[src/rtl/dp_seq_pkg.sv]
// rtl/dp_seq_pkg.sv - shared types and constants for the datapath sequencer
// Step encoding, instruction classes, INSTR field positions and the control bundle.
package dp_seq_pkg;
  localparam int DATA_W = 10;
  localparam int RA_W   = 2;
  localparam int FN_W   = 4;
  localparam int CNT_W  = 8;

  typedef enum logic [1:0] {T0, T1, T2, T3} step_t;

  localparam logic [1:0] CL_LD  = 2'b00;
  localparam logic [1:0] CL_MOV = 2'b01;
  localparam logic [1:0] CL_ALU = 2'b10;
  localparam logic [1:0] CL_IMM = 2'b11;

  localparam int CLS_HI = 9;
  localparam int CLS_LO = 8;
  localparam int FN_HI  = 7;
  localparam int FN_LO  = 4;
  localparam int RX_HI  = 3;
  localparam int RX_LO  = 2;
  localparam int RY_HI  = 1;
  localparam int RY_LO  = 0;

  typedef struct packed {
    logic            ext;
    logic            irin;
    logic            enw;
    logic [RA_W-1:0] wra;
    logic            enr;
    logic [RA_W-1:0] rda;
    logic            ain;
    logic            gin;
    logic            gout;
    logic [FN_W-1:0] alucont;
    logic            done;
  } ctrl_t;
endpackage

[src/rtl/dp_seq_if.sv]
// rtl/dp_seq_if.sv - sequencer-to-datapath control bundle
// master is the sequencer side, slave is the datapath/stimulus side.
interface dp_seq_if;
  import dp_seq_pkg::*;

  logic              STEP;
  logic [DATA_W-1:0] INSTR;
  logic              Ext;
  logic              IRin;
  logic              ENW;
  logic [RA_W-1:0]   WRA;
  logic              ENR;
  logic [RA_W-1:0]   RDA;
  logic              Ain;
  logic              Gin;
  logic              Gout;
  logic [FN_W-1:0]   ALUcont;
  logic              Done;
  logic [1:0]        T;
  logic              BUSY;
  logic [CNT_W-1:0]  ICNT;

  modport master (
    input  STEP, INSTR,
    output Ext, IRin, ENW, WRA, ENR, RDA, Ain, Gin, Gout, ALUcont, Done, T, BUSY, ICNT
  );

  modport slave (
    output STEP, INSTR,
    input  Ext, IRin, ENW, WRA, ENR, RDA, Ain, Gin, Gout, ALUcont, Done, T, BUSY, ICNT
  );
endinterface

[src/rtl/dp_seq_decode.sv]
// rtl/dp_seq_decode.sv - combinational step/instruction decode to control bundle
// SEQ_IMM_EN: class 11 becomes ALU-immediate; otherwise class 11 is a one-step NOP.
module dp_seq_decode
  import dp_seq_pkg::*;
(
  input  step_t             state,
  input  logic [DATA_W-1:0] instr,
  input  logic              step,
  output ctrl_t             ctrl
);
  logic [1:0]      cls;
  logic [FN_W-1:0] fn;
  logic [RA_W-1:0] rx;
  logic [RA_W-1:0] ry;

  assign cls = instr[CLS_HI:CLS_LO];
  assign fn  = instr[FN_HI:FN_LO];
  assign rx  = instr[RX_HI:RX_LO];
  assign ry  = instr[RY_HI:RY_LO];

  // Write/load strobes are qualified by step; bus drivers stay level so the bus is stable.
  always_comb begin
    ctrl = '0;
    case (state)
      T0: begin
        ctrl.ext  = 1'b1;
        ctrl.irin = step;
      end
      T1: begin
        case (cls)
          CL_LD: begin
            ctrl.ext  = 1'b1;
            ctrl.enw  = step;
            ctrl.wra  = rx;
            ctrl.done = 1'b1;
          end
          CL_MOV: begin
            ctrl.enr  = 1'b1;
            ctrl.rda  = ry;
            ctrl.enw  = step;
            ctrl.wra  = rx;
            ctrl.done = 1'b1;
          end
          CL_ALU: begin
            ctrl.enr = 1'b1;
            ctrl.rda = rx;
            ctrl.ain = step;
          end
          default: begin
`ifdef SEQ_IMM_EN
            ctrl.enr = 1'b1;
            ctrl.rda = rx;
            ctrl.ain = step;
`else
            ctrl.done = 1'b1;
`endif
          end
        endcase
      end
      T2: begin
        if (cls == CL_ALU) begin
          ctrl.enr     = 1'b1;
          ctrl.rda     = ry;
          ctrl.gin     = step;
          ctrl.alucont = fn;
        end
`ifdef SEQ_IMM_EN
        else if (cls == CL_IMM) begin
          ctrl.ext     = 1'b1;
          ctrl.gin     = step;
          ctrl.alucont = fn;
        end
`endif
      end
      T3: begin
`ifdef SEQ_IMM_EN
        if (cls == CL_ALU || cls == CL_IMM) begin
`else
        if (cls == CL_ALU) begin
`endif
          ctrl.gout = 1'b1;
          ctrl.enw  = step;
          ctrl.wra  = rx;
          ctrl.done = 1'b1;
        end
      end
    endcase
  end
endmodule

[src/rtl/datapath_sequencer.sv]
// rtl/datapath_sequencer.sv - T-step sequencer for the 10-bit shared-bus datapath
// Holds the step register and retired-instruction counter; decode is in dp_seq_decode.
module datapath_sequencer
  import dp_seq_pkg::*;
(
  input  logic     CLK,
  input  logic     CLR,
  dp_seq_if.master bus
);
  step_t            state;
  logic [CNT_W-1:0] icnt;
  ctrl_t            ctrl;

  dp_seq_decode u_decode (
    .state (state),
    .instr (bus.INSTR),
    .step  (bus.STEP),
    .ctrl  (ctrl)
  );

  always_ff @(posedge CLK or posedge CLR) begin
    if (CLR) begin
      state <= T0;
      icnt  <= '0;
    end else if (bus.STEP) begin
      if (ctrl.done) begin
        state <= T0;
        icnt  <= icnt + CNT_W'(1);
      end else begin
        state <= step_t'(state + 2'd1);
      end
    end
  end

  assign bus.Ext     = ctrl.ext;
  assign bus.IRin    = ctrl.irin;
  assign bus.ENW     = ctrl.enw;
  assign bus.WRA     = ctrl.wra;
  assign bus.ENR     = ctrl.enr;
  assign bus.RDA     = ctrl.rda;
  assign bus.Ain     = ctrl.ain;
  assign bus.Gin     = ctrl.gin;
  assign bus.Gout    = ctrl.gout;
  assign bus.ALUcont = ctrl.alucont;
  assign bus.Done    = ctrl.done;
  assign bus.T       = state;
  assign bus.BUSY    = (state != T0);
  assign bus.ICNT    = icnt;
endmodule
[src/flat_wrapper.sv]
// flat-port wrapper written by rule: the top's interface ports become plain ports
module datapath_sequencer_flat import dp_seq_pkg::*;
  (CLK, CLR, bus_STEP, bus_INSTR, bus_Ext, bus_IRin, bus_ENW, bus_WRA, bus_ENR, bus_RDA, bus_Ain, bus_Gin, bus_Gout, bus_ALUcont, bus_Done, bus_T, bus_BUSY, bus_ICNT);
  dp_seq_if bus_i ();
  input  logic CLK;
  input  logic CLR;
  input wire logic [$bits(bus_i.STEP)-1:0] bus_STEP;
  input wire logic [$bits(bus_i.INSTR)-1:0] bus_INSTR;
  output wire logic [$bits(bus_i.Ext)-1:0] bus_Ext;
  output wire logic [$bits(bus_i.IRin)-1:0] bus_IRin;
  output wire logic [$bits(bus_i.ENW)-1:0] bus_ENW;
  output wire logic [$bits(bus_i.WRA)-1:0] bus_WRA;
  output wire logic [$bits(bus_i.ENR)-1:0] bus_ENR;
  output wire logic [$bits(bus_i.RDA)-1:0] bus_RDA;
  output wire logic [$bits(bus_i.Ain)-1:0] bus_Ain;
  output wire logic [$bits(bus_i.Gin)-1:0] bus_Gin;
  output wire logic [$bits(bus_i.Gout)-1:0] bus_Gout;
  output wire logic [$bits(bus_i.ALUcont)-1:0] bus_ALUcont;
  output wire logic [$bits(bus_i.Done)-1:0] bus_Done;
  output wire logic [$bits(bus_i.T)-1:0] bus_T;
  output wire logic [$bits(bus_i.BUSY)-1:0] bus_BUSY;
  output wire logic [$bits(bus_i.ICNT)-1:0] bus_ICNT;
  assign bus_i.STEP = bus_STEP;
  assign bus_i.INSTR = bus_INSTR;
  assign bus_Ext = bus_i.Ext;
  assign bus_IRin = bus_i.IRin;
  assign bus_ENW = bus_i.ENW;
  assign bus_WRA = bus_i.WRA;
  assign bus_ENR = bus_i.ENR;
  assign bus_RDA = bus_i.RDA;
  assign bus_Ain = bus_i.Ain;
  assign bus_Gin = bus_i.Gin;
  assign bus_Gout = bus_i.Gout;
  assign bus_ALUcont = bus_i.ALUcont;
  assign bus_Done = bus_i.Done;
  assign bus_T = bus_i.T;
  assign bus_BUSY = bus_i.BUSY;
  assign bus_ICNT = bus_i.ICNT;
  datapath_sequencer u_core (.CLK(CLK), .CLR(CLR), .bus(bus_i));
endmodule
[config.mk]
export PLATFORM = sky130hd
export DESIGN_NAME = datapath_sequencer_flat
export DESIGN_NICKNAME = d
export VERILOG_FILES = /design/src/rtl/dp_seq_pkg.sv /design/src/rtl/dp_seq_if.sv /design/src/rtl/dp_seq_decode.sv /design/src/rtl/datapath_sequencer.sv /design/src/flat_wrapper.sv
export SDC_FILE = /design/constraint.sdc
export NUM_CORES = 1
export LEC_CHECK = 0
export CAP_MARGIN = 20
export CORE_UTILIZATION = 25
export CTS_BUF_LIST = sky130_fd_sc_hd__clkbuf_8 sky130_fd_sc_hd__clkbuf_16
export DETAILED_ROUTE_END_ITERATION = 8
export PLACE_DENSITY = 0.68
export SLEW_MARGIN = 20
export SYNTH_ARGS = -nofsm -noshare
export SYNTH_HDL_FRONTEND = slang
export SYNTH_SLANG_ARGS = --single-unit
[constraint.sdc]
create_clock -name CLK -period 2.3 [get_ports CLK]
set_clock_uncertainty 0.05 [all_clocks]
set_input_delay 0.69 -clock CLK [delete_from_list [all_inputs] [get_ports CLK]]
set_output_delay 0.69 -clock CLK [all_outputs]
set_load 0.05 [all_outputs]
# After elaboration in Yosys (flattened, before gate mapping)
# Cells that the tools add are included.
[op_classes] n_addsub=2 n_eq_ne=5 n_mux=19 reduce_logical=5
[op_table] operator="$pmux 3 s2" n=3
[op_table] operator="$mux 3" n=3
[op_table] operator="$add 8x1->8 const B" n=1
[op_table] operator="$mux 1" n=8
[op_table] operator="$mux 4" n=2
[op_table] operator="$eq 2x2->1 const B" n=3
[op_table] operator="$eq 2x1->1 const B" n=2
[op_table] operator="$logic_not 2->1" n=2
[op_table] operator="$pmux 1 s2" n=2
[op_table] operator="$add 2x1->2 const B" n=1
[op_table] operator="$mux 2" n=1
[op_table] operator="$reduce_and 2->1" n=1
[op_table] operator="$reduce_bool 2->1" n=1
[op_table] operator="$reduce_or 2->1" n=1
[totals] regBits=10 output_inout_bits=27

# Longest topological paths before layout
[logic_depth] word_depth=4 ltp_mapped=7

# By module
# A second synthesis with hierarchy kept.
[hier_totals] hier_cells=75 area_unflattened_um2=742.0
[by_module_without_submodules] mod="datapath_sequencer" n_inst=1 cells_each=41 area_per_inst_um2=469.2 seq_area_each_um2=250.2
[by_module_without_submodules] mod="dp_seq_decode" n_inst=1 cells_each=34 area_per_inst_um2=272.8 seq_area_each_um2=0.0

# Worst setup path after synthesis
# OpenSTA, ideal clock, no wires.
[synth_path] path_type="in2out" start="in bus_INSTR[8]" end="out bus_RDA[1]" arrival_time_ns=2.461 required_time_ns=1.560 slack_ns=-0.901 cell_stages=5 path_buffers=1 path_cell_list="inv_1 -> ha_1 -> clkbuf_1 -> nand4_1 -> a21boi_0"
[synth_between] elab_chain_cells=3
[synth_lines] item="from (decl)" line="flat_wrapper.sv:8" text="input wire logic [$bits(bus_i.INSTR)-1:0] bus_INSTR;"
[synth_lines] item="$eq 2x2->1 / $eq 2x1->1 (equally long branches)" line="dp_seq_decode.sv:30, dp_seq_decode.sv:61"
[synth_lines] item="$pmux 3 s2 / $mux 3 (equally long branches)" line="dp_seq_decode.sv:30, dp_seq_decode.sv:61"
[synth_lines] item="$pmux 3 s2 *" line="dp_seq_decode.sv:24" text="case (state)"
[synth_lines] item="to (decl)" line="flat_wrapper.sv:14" text="output wire logic [$bits(bus_i.RDA)-1:0] bus_RDA;"
# Every way passes the cells marked *; elsewhere a longest branch is shown, timed or not.

# Worst setup path after layout
[layout_path] start="in bus_INSTR[9]" end="out bus_RDA[0]"
# The elaborated chain is that of the path after synthesis.

==> run summary <==
Pwr dens - 1130 mW/mm²
Pleak - 0.756 nW
Max-slew violation count - 0
Die outline area - 0.00320 mm²
Crit path kind - input port to output port
Final period util - 105%
Post-synth cell types - 24
Vias in the first global route - 796
Sw power - 863 µW
Layout cells sized above 1 - 57.6%
# rows - 19
Min Tclk post-route - 2.42 ns
CTS tree - yes
Largest net degree at the start of global routing - 11
Switch share - 47.8%
Post-layout util - 57.6%
Area Growth Syn to Fin - 115%
Hold Buf Count CTS - 0
Crit path DAT - 1.68 ns
Max cap viols - 0
Gr usage total - 13.9%
Setup violators final - 3
CTS buffer count - 3
Crit path required time - 1.56 ns
Critical path peak fanout - 4
Most common cell after layout, fill and taps aside - buf_4
Reg clk slew, reported paths - 0.05 ns
Gr ovfl total - 0
Synthesis Warnings - 0
Final Hold Fails - 0
Slew headroom - 65.7%
Syn_nets - 100
Gpl congestion - 0.822
DR pass1 iterations - 4
Crit path launch type - input port
Reg2reg setup slack - 0.58 ns
Commonest non-fill, non-tap cells in the layout - 20 x buf_4, 16 x buf_12, 11 x clkdlybuf4s50_1
Fill cells - 242
Cells after Synth - 79
Failing checks - negative setup slack
Clk buf depth - 2
Peak VDD IR - 1190 µV
I/O pin cnt - 40
First-pass GRT wire length - 3460 µm
Synthesized flop and latch total - 10
Antenna diode instance count - 0
Starting Density - 26.8%
Die width - 56.6 µm
Max Fclk - 0.414 GHz
Vias - 792
Comb power frac - 70.9%
Hold slack - 0.422 ns
P_int - 944 µW
Vias per inst - 4.86
WL/cell - 13.0 µm
CTS sink count - 10
Initial antenna violation count - 0
Residual DRC - 0
Core ar. - 0.00278 mm²
RSZ-0062 raised after global routing - true
Reg power frac - 17.1%
Initial drt markers - 8
Clock power frac - 12.1%
Seq/Total Area, Yosys - 33.6%
Post-DP HPWL - 1730 µm
FF-to-FF path depth - 8
Avg Inst Size Synth - 9.42 µm²
Final WS setup - -0.115 ns
Status - finished, violations left
Final nets - 154
Remaining antenna violation count - 0
HP Class - flip-flop to flip-flop
Min-Delay Path Depth - 1
Die Y - 56.6 µm
PortBufs - 39
WL final - 2130 µm
H-Tree Depth - 1
Synth Cell Area - 744 µm²
Root Buffer - clkbuf_8
Worst-Skew Late Latency - 0.24 ns
Worst slew pin tran - 0.513 ns
Setup crit end kind - output port
Yosys cell counts:
cell type,n,area [µm²]
xor2_1,4,35.0
mux2_4,1,15.0
a22oi_1,1,7.51
nor4_4,1,21.3
and2_1,3,18.8
inv_1,8,30.0
a21boi_0,3,22.5
nor3b_2,1,12.5
nand4_1,2,12.5
mux2i_4,1,22.5
inv_2,1,3.75
nor2b_1,1,6.26
nand2_1,6,22.5
o21ai_0,4,20.0
clkbuf_1,2,7.51
xnor2_1,3,26.3
dfrtp_1,10,250
buf_2,1,5.00
a32o_1,1,10.0
nand3_1,7,35.0
nor3_1,2,10.0
and3_1,7,43.8
nand2_2,1,6.26
ha_1,8,100
critical path: stages:
cell and delay, ns:
buf_8 0.10, inv_6 0.03, ha_4 0.27, a32o_2 0.20, nand2_2 0.07, a21boi_4 0.15, buf_12 0.15
final cells by class:
type / instances / area, µm² / area share [%]
repair buffers: 52 / 643 / 40.1
multi-input cells: 57 / 569 / 35.5
flip-flops and latches: 10 / 253 / 15.8
clock buffers: 4 / 55.1 / 3.43
inverters: 9 / 43.8 / 2.73
well taps: 31 / 38.8 / 2.42
per-layer routing:
layer | vias up | track usage, % | wire (µm)
li1 | 373 | - | -
met1 | 374 | 15.3 | 887
met2 | 40 | 25.2 | 1050
met3 | 5 | 2.30 | 144
met4 | 0 | 7.32 | 46
met5 | - | 0 | 0
repair_timing:
item	4_1_cts	5_1_grt
pin swaps	8	5
endpoints found under the setup margin	16	8
setup buffers	0	1
gates resized for setup	26	9
endpoints found under the hold margin	0	0
through the flow:
stage	worst slack, ns	cells	instance area (µm²)	power, mW	setup TNS [ns]
after floorplan	-0.0882	79	816	1.04	-0.292
after global placement	-0.602	158	1450	1.53	-7.35
after detailed placement	-0.667	158	1450	1.54	-7.96
after CTS	-0.146	162	1560	1.78	-0.294
after global routing	-0.152	163	1600	1.90	-0.408
final	-0.115	163	1600	1.81	-0.249
final timing paths:
path / startpoint / end
hold / removal: u_core.bus.ICNT[7] / u_core.bus.ICNT[7]
setup / recovery: bus_INSTR[9] / bus_RDA[0]
setup reg to reg: u_core.bus.T[1] / u_core.bus.ICNT[1]
hold reg to reg: u_core.bus.ICNT[7] / u_core.bus.ICNT[7]
min in group asynchronous: CLR / u_core.bus.ICNT[7]
max in group asynchronous: CLR / u_core.bus.T[0]
logic make-up (layout without fill, tap and decap cells):
family | Yosys count | after routing | share of synthesized area [%]
buffers and inverters | 12 | 65 | 6.22
adders and majority gates | 8 | 8 | 13.4
xor gates and xnor gates | 7 | 7 | 8.24
and+or+nand+nor | 31 | 31 | 25.4
AOI/OAI and AO/OA | 9 | 9 | 8.07
DFF | 10 | 10 | 33.6
muxes | 2 | 2 | 5.04
power groups by stage:
stage | logic (mW) | registers, mW | clock network (mW)
after floorplan | 0.562 | 0.482 | 0
after global placement | 1.23 | 0.300 | 0
after detailed placement | 1.24 | 0.305 | 0
after CTS | 1.26 | 0.304 | 0.222
after global routing | 1.36 | 0.316 | 0.229
final | 1.28 | 0.308 | 0.218
state kept, by name, indices dropped and copies added (netlist names):
signal           cells
u_core.bus.ICNT      8
u_core.bus.T         2
Power figures use the tool's default switching activity.
